File: config.mk
export PLATFORM = sky130hd
export DESIGN_NAME = spell_stack_unit
export DESIGN_NICKNAME = d
export VERILOG_FILES = /design/src/rtl/spell_stack_unit.sv
export SDC_FILE = /design/constraint.sdc
export NUM_CORES = 1
export LEC_CHECK = 0
export CAP_MARGIN = 40
export CORE_UTILIZATION = 35
export DETAILED_ROUTE_END_ITERATION = 10
export PLACE_DENSITY_LB_ADDON = 0.12
export SLEW_MARGIN = 20
export SYNTH_ARGS = -nofsm -noshare
export SYNTH_HDL_FRONTEND = slang
export SYNTH_SLANG_ARGS = --single-unit
export TNS_END_PERCENT = 1
File: constraint.sdc
create_clock -name i_clk -period 10.7 [get_ports i_clk]
set_clock_uncertainty 0.05 [all_clocks]
set_input_delay 2.14 -clock i_clk [delete_from_list [all_inputs] [get_ports i_clk]]
set_output_delay 2.14 -clock i_clk [all_outputs]
set_load 0.05 [all_outputs]
File: src/rtl/spell_stack_unit.sv
// Parametrised data stack: one micro-op per cycle, with either a checked (saturating,
// error-flagging) or a legacy wrapping stack pointer, plus a debug peek port.
module spell_stack_unit #(
    parameter int unsigned WIDTH = 8,
    parameter int unsigned DEPTH = 32,
    parameter int unsigned WRAP  = 0,
    localparam int unsigned AW   = $clog2(DEPTH),
    localparam int unsigned SPW  = (WRAP != 0) ? AW : AW + 1
) (
    input  logic             i_clk,
    input  logic             i_rst_n,
    input  logic             i_clear,
    input  logic             i_op_valid,
    input  logic [2:0]       i_op,
    input  logic [WIDTH-1:0] i_din_a,
    input  logic [WIDTH-1:0] i_din_b,
    output logic [WIDTH-1:0] o_top,
    output logic [WIDTH-1:0] o_below,
    output logic [SPW-1:0]   o_sp,
    output logic             o_empty,
    output logic             o_full,
    output logic             o_op_done,
    output logic             o_err_overflow,
    output logic             o_err_underflow,
    output logic [2:0]       o_err_op,
    input  logic [AW-1:0]    i_dbg_idx,
    output logic [WIDTH-1:0] o_dbg_data,
    output logic             o_dbg_valid
);

    typedef enum logic [2:0] {
        OpNop    = 3'd0,
        OpPush   = 3'd1,
        OpPop    = 3'd2,
        OpBinop  = 3'd3,
        OpSetTop = 3'd4,
        OpSetTwo = 3'd5,
        OpDup    = 3'd6,
        OpSwap   = 3'd7
    } op_e;

    localparam bit           Wrap   = (WRAP != 0);
    localparam logic [SPW:0] DepthW = (SPW + 1)'(DEPTH);

    logic [WIDTH-1:0] r_mem [DEPTH];
    logic [SPW-1:0]   r_sp;
    logic             r_op_done;
    logic             r_err_ovf;
    logic             r_err_unf;
    logic [2:0]       r_err_op;

    logic [AW-1:0]    w_idx_n;
    logic [AW-1:0]    w_idx_m1;
    logic [AW-1:0]    w_idx_m2;
    logic [AW-1:0]    w_idx_dbg;
    logic             w_ge1;
    logic             w_ge2;
    logic             w_room;

    logic             w_accept;
    logic             w_ovf;
    logic             w_unf;
    logic [SPW-1:0]   w_sp_next;
    logic             w_we_a;
    logic [AW-1:0]    w_addr_a;
    logic [WIDTH-1:0] w_data_a;
    logic             w_we_b;
    logic [AW-1:0]    w_addr_b;
    logic [WIDTH-1:0] w_data_b;

    // Entry indices are taken modulo DEPTH; in checked mode only in-range ones get used.
    assign w_idx_n  = r_sp[AW-1:0];
    assign w_idx_m1 = w_idx_n - AW'(1);
    assign w_idx_m2 = w_idx_n - AW'(2);
    assign w_ge1    = (r_sp != '0);
    assign w_ge2    = ({1'b0, r_sp} >= (SPW + 1)'(2));
    assign w_room   = ({1'b0, r_sp} < DepthW);

    always_comb begin
        w_accept  = 1'b0;
        w_ovf     = 1'b0;
        w_unf     = 1'b0;
        w_sp_next = r_sp;
        w_we_a    = 1'b0;
        w_addr_a  = w_idx_m1;
        w_data_a  = i_din_a;
        w_we_b    = 1'b0;
        w_addr_b  = w_idx_m2;
        w_data_b  = i_din_b;
        if (i_op_valid && !i_clear) begin
            case (op_e'(i_op))
                OpNop: w_accept = 1'b1;
                OpPush: begin
                    if (Wrap || w_room) begin
                        w_accept  = 1'b1;
                        w_we_a    = 1'b1;
                        w_addr_a  = w_idx_n;
                        w_sp_next = r_sp + SPW'(1);
                    end else begin
                        w_ovf = 1'b1;
                    end
                end
                OpPop: begin
                    if (Wrap || w_ge1) begin
                        w_accept  = 1'b1;
                        w_sp_next = r_sp - SPW'(1);
                    end else begin
                        w_unf = 1'b1;
                    end
                end
                OpBinop: begin
                    if (Wrap || w_ge2) begin
                        w_accept  = 1'b1;
                        w_we_a    = 1'b1;
                        w_addr_a  = w_idx_m2;
                        w_sp_next = r_sp - SPW'(1);
                    end else begin
                        w_unf = 1'b1;
                    end
                end
                OpSetTop: begin
                    if (Wrap || w_ge1) begin
                        w_accept = 1'b1;
                        w_we_a   = 1'b1;
                    end else begin
                        w_unf = 1'b1;
                    end
                end
                OpSetTwo: begin
                    if (Wrap || w_ge2) begin
                        w_accept = 1'b1;
                        w_we_a   = 1'b1;
                        w_we_b   = 1'b1;
                    end else begin
                        w_unf = 1'b1;
                    end
                end
                OpDup: begin
                    if (Wrap || (w_ge1 && w_room)) begin
                        w_accept  = 1'b1;
                        w_we_a    = 1'b1;
                        w_addr_a  = w_idx_n;
                        w_data_a  = r_mem[w_idx_m1];
                        w_sp_next = r_sp + SPW'(1);
                    end else if (!w_ge1) begin
                        w_unf = 1'b1;
                    end else begin
                        w_ovf = 1'b1;
                    end
                end
                OpSwap: begin
                    if (Wrap || w_ge2) begin
                        w_accept = 1'b1;
                        w_we_a   = 1'b1;
                        w_data_a = r_mem[w_idx_m2];
                        w_we_b   = 1'b1;
                        w_data_b = r_mem[w_idx_m1];
                    end else begin
                        w_unf = 1'b1;
                    end
                end
                default: w_accept = 1'b0;
            endcase
        end
    end

    // Storage survives clear; only reset zeroes it.
    always_ff @(posedge i_clk or negedge i_rst_n) begin
        if (!i_rst_n) begin
            for (int i = 0; i < int'(DEPTH); i++) begin
                r_mem[i] <= '0;
            end
        end else begin
            if (w_we_a) r_mem[w_addr_a] <= w_data_a;
            if (w_we_b) r_mem[w_addr_b] <= w_data_b;
        end
    end

    always_ff @(posedge i_clk or negedge i_rst_n) begin
        if (!i_rst_n) begin
            r_sp      <= '0;
            r_op_done <= 1'b0;
            r_err_ovf <= 1'b0;
            r_err_unf <= 1'b0;
            r_err_op  <= '0;
        end else if (i_clear) begin
            r_sp      <= '0;
            r_op_done <= 1'b0;
            r_err_ovf <= 1'b0;
            r_err_unf <= 1'b0;
            r_err_op  <= '0;
        end else begin
            r_op_done <= w_accept;
            if (w_accept) r_sp <= w_sp_next;
            if (w_ovf || w_unf) begin
                if (!r_err_ovf && !r_err_unf) r_err_op <= i_op;
                r_err_ovf <= r_err_ovf | w_ovf;
                r_err_unf <= r_err_unf | w_unf;
            end
        end
    end

    assign w_idx_dbg       = w_idx_m1 - i_dbg_idx;
    assign o_top           = w_ge1 ? r_mem[w_idx_m1] : '0;
    assign o_below         = w_ge2 ? r_mem[w_idx_m2] : '0;
    assign o_sp            = r_sp;
    assign o_empty         = !w_ge1;
    assign o_full          = Wrap ? 1'b0 : ({1'b0, r_sp} == DepthW);
    assign o_op_done       = r_op_done;
    assign o_err_overflow  = r_err_ovf;
    assign o_err_underflow = r_err_unf;
    assign o_err_op        = r_err_op;
    assign o_dbg_valid     = Wrap ? 1'b1 : (SPW'(i_dbg_idx) < r_sp);
    assign o_dbg_data      = o_dbg_valid ? r_mem[w_idx_dbg] : '0;

endmodule

==> run_results.csv, run 1 <==
group,metric,value,unit
run_status,outcome,"finished clean",
drt,drt_iter0_drc,2654,
timing,rsz0062_at_grt,"false",
die,die-area,61700,µm²
min_path,hold_path.class,"register to register",
timing,hold_violations,0,
worst_setup_path,reg2reg_from,"o_sp[0]",
synth,syn_nets,2176,
synth,syn_area_per_cell,10.0,µm²
timing,finalSetupViolCount,0,
timing,timing.setup.tns,0,ps
die,initial_utilization,35.7,%
worst_setup_path,start_kind,"register",
clock_network,cts_inserted_buffers,36,
cells_and_area,final_cells,2923,
clock_network,cts_resized,0,
global_route,grt_pass1_vias,19700,
place,place_area,23100,µm²
timing,layout_min_cycle_time,8730,ps
power_and_ir_drop,peakVddDrop,0.0000790,V
cells_and_area,fin_nets,2177,
global_route,antenna_found_initial,0,
synth,synth_edf_count,0,
clock_network,path_clk_slew,60,ps
timing,fmax,115,MHz
cells_and_area,final_common_cell,"o211ai_1",
synth,syn_area,21300,µm²
global_route,grt_pass1_wl,145000,µm
cells_and_area,design_area,24500,µm²
clock_network,postCtsSetupRepairBufs,0,
synth,synth-seq-area-share,31.5,%
timing,hold_ws,459,ps
worst_setup_path,cp-startpoint,"o_sp[1]",
synth,yosys_warnings,0,
clock_network,htreeDepth,2,
worst_setup_path,critPathSlowestCell,"clkdlybuf4s50_1",
drt,viasPerCell,7.09,
clock_network,clock_sinks,268,
cells_and_area,layout-drive-gt1-share,19.5,%
synth,netlist.area_leader.share,31.5,%
die,placementRows,89,
place,hpwl,68900,µm
timing,max-slew-margin-rel,40.0,%
worst_setup_path,cp_max_fo,18,
synth,synthArstFlopShare,100,%
cells_and_area,n_antenna_cell,0,
power_and_ir_drop,power.density,135,nW/µm²
drt,vias,20700,
worst_setup_path,worstPathCellList,"clkinv_1 > ha_1 > a21boi_0 > xnor2_2 > buf_4 > clkinv_1 > ha_1 > a21oi_1 > xnor2_1 > xnor2_2 > mux2i_1 > nor2_1 > clkdlybuf4s50_1",
synth,ys.flop_type,"dfrtp_1",
cells_and_area,layout_common_cells,"438 x o211ai_1, 324 x nand2_1, 266 x dfrtp_1",
drt,final_antenna_net_count,0,
drt,first_pass_iters,6,
flow_run,cap_viol_max_count,0,
worst_setup_path,crit_type,"register to output pin",
synth,synthCells,2126,
timing,fin_crit_sh,81.6,%
place,port_buffers,66,
die,num_io_pins,67,
place,gp_congestion,0.923,
synth,post_synth_main_area_contributors,"dfrtp_1 32%, mux4_2 20%, o211ai_1 15%",
worst_setup_path,worstPathArrival,6540,ps
clock_network,root_buffer,"clkbuf_16",
clock_network,cts_hold_buf,0,
global_route,grtUsageTotal,31.7,%
drt,routedWlPerCell,33.9,µm
die,dieWidth,248,µm
global_route,grt-ovfl-total,0,
place,dp.cells,2850,
clock_network,clockBufferDepth,3,
worst_setup_path,critPathRequiredTime,8510,ps
power_and_ir_drop,leakage,8.54,nW
timing,maxSlewViolCount,0,
min_path,hp-start,"o_err_op[0]",
worst_setup_path,endpoint_kind,"output pin",
cells_and_area,area_growth,15.2,%
drt,drcViolationCount,0,
clock_network,cts_tree,"yes",
synth,yosys.cell_types.count,78,
global_route,grt_max_degree,81,
clock_network,clk_latency,570,ps
timing,tightest_slew,896,ps
die,core,59500,µm²
worst_setup_path,slowest_delay,910,ps
drt,totalWireLength,99200,µm
synth,synth_seq_cells,268,
die,die_height,248,µm
power_and_ir_drop,finalPower,3.30,mW
synth,yosys.area.top_type,"dfrtp_1",
==> stage by stage <==
stage | utilization (%) | setup slack [ps]
3_3_place_gp | 38.2 | 2050
6_report | 41.2 | 1970
4_1_cts | 40.9 | 2230
2_1_floorplan | - | 3450
5_1_grt | 41.2 | 1750
3_5_place_dp | 38.9 | 2340
==> final timing paths <==
kind | endpoint | slack [ps] | depth (start not counted)
worst max-delay path | o_dbg_data[3] | 1970 | 13
worst min-delay path | o_err_op[0] | 460 | 2
worst max register to register | r_mem[98] | 5060 | 10
worst min register to register | o_err_op[0] | 460 | 2
max in group asynchronous | r_mem[73] | 7390 | 5
min in group asynchronous | o_sp[5] | 1520 | 1
==> area by class of cell <==
type	instances	area [µm²]
clock buffers	48	1020
clock inverters	13	174
fillers	5780	35000
inverters	36	135
multi-input cells	1610	13700
flip-flops and latches	268	6710
well taps	773	967
repair buffers	175	1730
==> flip-flops by register name (all words and copies together) (netlist names) <==
signal,count
o_err_op,3
o_err_overflow,1
o_err_underflow,1
o_op_done,1
o_sp,6
r_mem,256
==> power breakdown <==
group	switching [mW]	leakage (nW)	internal (mW)	total, mW
clock network	0.505	0.583	0.762	1.27
registers	0.118	3.71	1.08	1.20
logic	0.518	4.25	0.316	0.834
total	1.14	8.54	2.16	3.30
==> critical path: cells and delay by family (launching register included) <==
family	cells	cell delay, ps
AOI/OAI and AO/OA	2	400
xor gates and xnor gates	3	990
adders and majority gates	2	1140
buffers and inverters	4	2290
DFF	1	510
muxes	1	200
and+or+nand+nor	1	440
==> routing by layer <==
metal	track usage, %	up-vias	routed length [µm]
met3	8.26	259	11000
met2	47.3	1364	43500
li1	-	8459	-
met4	14.9	0	4960
met1	42.8	10600	39600
met5	0	-	0
==> cell families (layout without fill, tap and decap cells) <==
logic type                 Yosys count  in the layout  synth area share (%)
and+or+nand+nor                    609            609                  13.8
muxes                              284            284                  24.3
buffers and inverters              248            272                  4.90
DFF                                268            268                  31.5
xor gates and xnor gates            14             14                 0.683
adders and majority gates           22             22                  1.37
AOI/OAI and AO/OA                  681            681                  23.4
==> synth_stat cells (all sizes together) (10+ instances only) <==
| library cell | number |
|---|---|
| nand4 | 21 |
| nor4 | 49 |
| nor2b | 11 |
| nor3b | 12 |
| nor2 | 76 |
| xnor2 | 12 |
| ha | 20 |
| o21ai | 36 |
| mux4 | 186 |
| a31oi | 15 |
| o31ai | 39 |
| o22ai | 10 |
| mux2i | 96 |
| dfrtp | 268 |
| inv | 33 |
| nand3 | 49 |
| nand2 | 328 |
| clkbuf | 129 |
| a21oi | 66 |
| nor3 | 17 |
| a22oi | 11 |
| o211ai | 438 |
| buf | 83 |
No activity file was read; power rests on OpenSTA's default activity.
==> run 2, diff against run 1 <==
- clock period: 10.7 -> 8.25 ns (I/O delays scaled with it)
==> run_results.csv, run 2 (synthesized netlist as in run 1, its figures left out) <==
group,metric,value,unit
cells_and_area,largest-register,"r_mem",
power_and_ir_drop,peakVddDrop,0.000148,V
timing,timing.setup.tns,0,ps
min_path,hold_end,"o_err_op[0]",
drt,routedWlPerCell,33.3,µm
cells_and_area,layout-drive-gt1-share,20.1,%
power_and_ir_drop,seq_power_share,34.8,%
min_path,hp-start,"o_err_op[0]",
place,port_buffers,66,
timing,fin_crit_sh,88.9,%
drt,drt_iter0_drc,2963,
die,core,59500,µm²
clock_network,cts_tree,"yes",
cells_and_area,area_growth,16.1,%
clock_network,htreeDepth,2,
clock_network,cts_inserted_buffers,36,
cells_and_area,layout_common_cells,"438 x o211ai_1, 324 x nand2_1, 266 x dfrtp_1",
clock_network,clockBufferDepth,3,
min_path,holdPathStages,2,
die,placementRows,89,
clock_network,postCtsSetupRepairBufs,0,
worst_setup_path,crit_type,"register to output pin",
clock_network,path_clk_slew,60,ps
global_route,antenna_found_initial,0,
power_and_ir_drop,p_clk_share,40.4,%
drt,viasPerCell,7.13,
clock_network,clock_sinks,268,
worst_setup_path,reg2reg_from,"o_sp[0]",
worst_setup_path,cp_max_fo,32,
drt,final_antenna_net_count,0,
cells_and_area,n_fill_cell,5722,
timing,tightest_slew,1130,ps
worst_setup_path,rr_endpoint,"r_mem[210]",
power_and_ir_drop,p_sw_share,34.1,%
clock_network,root_buffer,"clkbuf_16",
die,num_io_pins,67,
worst_setup_path,critPathRequiredTime,6550,ps
flow_run,cap_viol_max_count,0,
worst_setup_path,slowest_delay,680,ps
worst_setup_path,endpoint_kind,"output pin",
global_route,grt-ovfl-total,0,
power_and_ir_drop,p_int,2.90,mW
global_route,grt_max_degree,160,
place,gp_congestion,0.967,
power_and_ir_drop,p_comb_share,24.8,%
timing,fmax,136,MHz
min_path,hold_path.class,"register to register",
worst_setup_path,worstPathCellList,"clkinv_1 > buf_4 > ha_1 > a21boi_0 > xnor2_2 > clkinv_1 > ha_1 > a21oi_1 > xnor2_1 > xnor2_2 > mux2i_1 > nor2_1 > buf_12",
timing,finalSetupViolCount,0,
clock_network,cts_resized,0,
timing,max-slew-margin-rel,24.5,%
global_route,grt_pass1_wl,143000,µm
clock_network,cts_hold_buf,0,
drt,drcViolationCount,0,
worst_setup_path,worstRegToRegCells,12,
cells_and_area,n_antenna_cell,0,
place,dp.cells,2850,
cells_and_area,largest_reg_flops,256,
worst_setup_path,r2r_slack,2500,ps
worst_setup_path,worstPathArrival,5630,ps
cells_and_area,fin_nets,2181,
clock_network,clk_latency,580,ps
drt,vias,20900,
worst_setup_path,start_kind,"register",
timing,layout_min_cycle_time,7330,ps
die,die_height,248,µm
power_and_ir_drop,power.density,178,nW/µm²
drt,first_pass_iters,5,
place,hpwl,68600,µm
cells_and_area,final_cells,2931,
timing,maxSlewViolCount,0,
cells_and_area,final_common_cell,"o211ai_1",
power_and_ir_drop,switchingPower,1.50,mW
global_route,grt_pass1_vias,19900,
worst_setup_path,critPathSlowestCell,"dfrtp_4",
run_status,outcome,"finished clean",
timing,hold_violations,0,
drt,totalWireLength,97700,µm
timing,rsz0062_at_grt,"false",
die,initial_utilization,35.7,%
power_and_ir_drop,leakage,8.65,nW
die,die-area,61700,µm²
die,dieWidth,248,µm
global_route,grtUsageTotal,31.2,%
==> run 2: through the flow <==
stage	area, µm²	setup slack, ps	total power, mW	hold slack (ps)	utilization [%]
2_1_floorplan	21300	1490	2.17	490	-
3_3_place_gp	22800	1200	2.59	443	38.4
3_5_place_dp	23200	1240	2.61	452	39.0
4_1_cts	24500	1050	4.39	467	41.2
5_1_grt	24700	718	4.51	496	41.5
6_report	24700	916	4.40	462	41.5
==> run 2: layout make-up <==
cell class                 instances  area [µm²]  area share, %
multi-input combinational       1610       13700           55.7
sequential                       268        6710           27.2
tap                              773         967           3.92
clock buffer                      51        1070           4.33
inverter                          36         135          0.548
clock inverter                    14         253           1.02
timing repair buffer             179        1800           7.31
==> run 2: worst max path at each step <==
| stage | cells after the start | end | start |
|---|---|---|---|
| 2_1_floorplan | 15 | o_dbg_data[5] | o_sp[1] |
| 3_3_place_gp | 11 | o_dbg_data[2] | i_dbg_idx[0] |
| 3_5_place_dp | 11 | o_dbg_data[2] | i_dbg_idx[0] |
| 4_1_cts | 11 | o_top[0] | o_sp[1] |
| 5_1_grt | 13 | o_dbg_data[3] | o_sp[1] |
| 6_report | 13 | o_dbg_data[3] | o_sp[1] |
==> run 2: power by group through the flow <==
stage | Combinational [mW] | Clock [mW] | Sequential, mW
floorplan | 0.686 | 0 | 1.48
global placement | 1.05 | 0 | 1.55
detailed placement | 1.07 | 0 | 1.55
CTS | 1.07 | 1.79 | 1.52
global route | 1.14 | 1.84 | 1.53
finish | 1.09 | 1.78 | 1.53
==> run 2: metal layers <==
layer | share of wire (%) | GRT usage (%) | up-vias
li1 | - | - | 8436
met1 | 41 | 43.4 | 10800
met2 | 43 | 45.3 | 1446
met3 | 12 | 8.68 | 219
met4 | 4.6 | 13.1 | 0
met5 | 0 | 0 | -
==> run 2: worst max-delay path, delay by kind of cell (launching register included) <==
kind,cells,cell delay [ps]
AOI/OAI and AO/OA,2,550
xor gates and xnor gates,3,960
adders and majority gates,2,1080
buffers and inverters,4,1020
DFF,1,680
muxes,1,590
and+or+nand+nor,1,160
==> run 3, diff against run 2 <==
- CORE_UTILIZATION: 35 -> 63
==> run_results.csv, run 3 (synthesized netlist as in run 1, its figures left out) <==
group,metric,value,unit
timing,setup_ws,975,ps
power_and_ir_drop,leakage,8.43,nW
drt,drt_iter0_drc,3506,
cells_and_area,largest-register,"r_mem",
clock_network,clk_latency,620,ps
place,hpwl,59600,µm
die,num_io_pins,67,
drt,vias,21300,
global_route,grtUsageTotal,51.8,%
global_route,grt_pass1_wl,130000,µm
worst_setup_path,worstPathArrival,5570,ps
place,dp.cells,2511,
run_status,outcome,"finished clean",
worst_setup_path,critPathRequiredTime,6550,ps
timing,max-slew-margin-rel,34.1,%
drt,totalWireLength,88000,µm
cells_and_area,n_antenna_cell,0,
die,die_height,186,µm
cells_and_area,final_util,72.4,%
timing,layout_min_cycle_time,7270,ps
timing,tightest_slew,989,ps
timing,fmax,137,MHz
global_route,grt_pass1_vias,20300,
clock_network,clock_sinks,268,
die,die-area,34500,µm²
global_route,grt_max_degree,116,
die,initial_utilization,64.7,%
global_route,antenna_found_initial,0,
clock_network,postCtsSetupRepairBufs,0,
drt,drcViolationCount,0,
clock_network,path_clk_slew,60,ps
cells_and_area,fin_nets,2162,
cells_and_area,layout_common_cells,"438 x o211ai_1, 324 x nand2_1, 266 x dfrtp_1",
cells_and_area,largest_reg_flops,256,
timing,hold_ws,481,ps
drt,viasPerCell,8.27,
clock_network,cts_tree,"yes",
die,core,32900,µm²
clock_network,root_buffer,"clkbuf_16",
worst_setup_path,start_kind,"register",
min_path,hold_path.class,"register to register",
timing,maxSlewViolCount,0,
drt,routedWlPerCell,34.2,µm
timing,finalSetupViolCount,0,
drt,first_pass_iters,6,
place,post-place-ws,1310,ps
drt,final_antenna_net_count,0,
worst_setup_path,cp_max_fo,44,
die,placementRows,66,
worst_setup_path,endpoint_kind,"output pin",
cells_and_area,layout-drive-gt1-share,19.2,%
place,port_buffers,66,
clock_network,cts_resized,0,
timing,rsz0062_at_grt,"false",
power_and_ir_drop,peakVddDrop,0.000180,V
clock_network,cts_hold_buf,0,
die,dieWidth,186,µm
clock_network,cts_inserted_buffers,30,
place,gp_congestion,1.04,
clock_network,htreeDepth,1,
global_route,grt-ovfl-total,0,
timing,hold_violations,0,
cells_and_area,final_common_cell,"o211ai_1",
timing,fin_crit_sh,88.2,%
timing,timing.setup.tns,0,ps
cells_and_area,area_growth,12.0,%
worst_setup_path,crit_type,"register to output pin",
cells_and_area,final_cells,2576,
power_and_ir_drop,power.density,171,nW/µm²
flow_run,cap_viol_max_count,0,
clock_network,clockBufferDepth,3,
## run 3: cell type report
class / count / area, µm²
well taps: 442 / 553
clock inverters: 12 / 216
inverters: 36 / 135
clock buffers: 42 / 856
repair buffers: 166 / 1640
multi-input cells: 1610 / 13700
fillers: 2448 / 9060
flip-flops and latches: 268 / 6710
## run 3: stage by stage
step / power, mW / area (µm²)
after detailed placement: 2.55 / 22600
after global placement: 2.53 / 22400
after global routing: 4.16 / 23800
after CTS: 4.01 / 23700
final: 4.08 / 23800
after floorplan: 2.17 / 21300
## run 3: layer usage
metal | up-vias | share of wire (%) | track usage, %
met5 | - | 0 | 0
met4 | 0 | 7.8 | 33.4
met3 | 494 | 17 | 20.3
met2 | 2167 | 42 | 73.7
met1 | 10200 | 33 | 65.7
li1 | 8418 | - | -
## run 3: critical path: stages, from the launching register on
cell,delay (ps)
dfrtp_4,820
inv_2,370
ha_4,370
inv_1,200
fa_4,1360
mux4_2,400
mux2i_1,640
mux2i_1,230
mux2i_1,220
nor2_1,100
buf_12,160
## run 3: report_power, final
part | switching, mW | internal (mW) | total [mW] | leakage [nW]
clock network | 0.601 | 0.879 | 1.48 | 0.522
registers | 0.118 | 1.40 | 1.51 | 3.71
logic | 0.677 | 0.405 | 1.08 | 4.20
total | 1.40 | 2.68 | 4.08 | 8.43
## run 3: final timing paths
kind                                   endpoint   startpoint  slack (ps)  depth (start not counted)
worst max-delay path              o_dbg_data[3]      o_sp[0]         980                         10
worst min-delay path                o_err_op[2]  o_err_op[2]         480                          2
worst max register to register        r_mem[73]      o_sp[0]        2290                         11
worst min register to register      o_err_op[2]  o_err_op[2]         480                          2
max in group asynchronous             r_mem[81]      i_rst_n        5650                          3
min in group asynchronous       o_err_underflow      i_rst_n        1110                          1
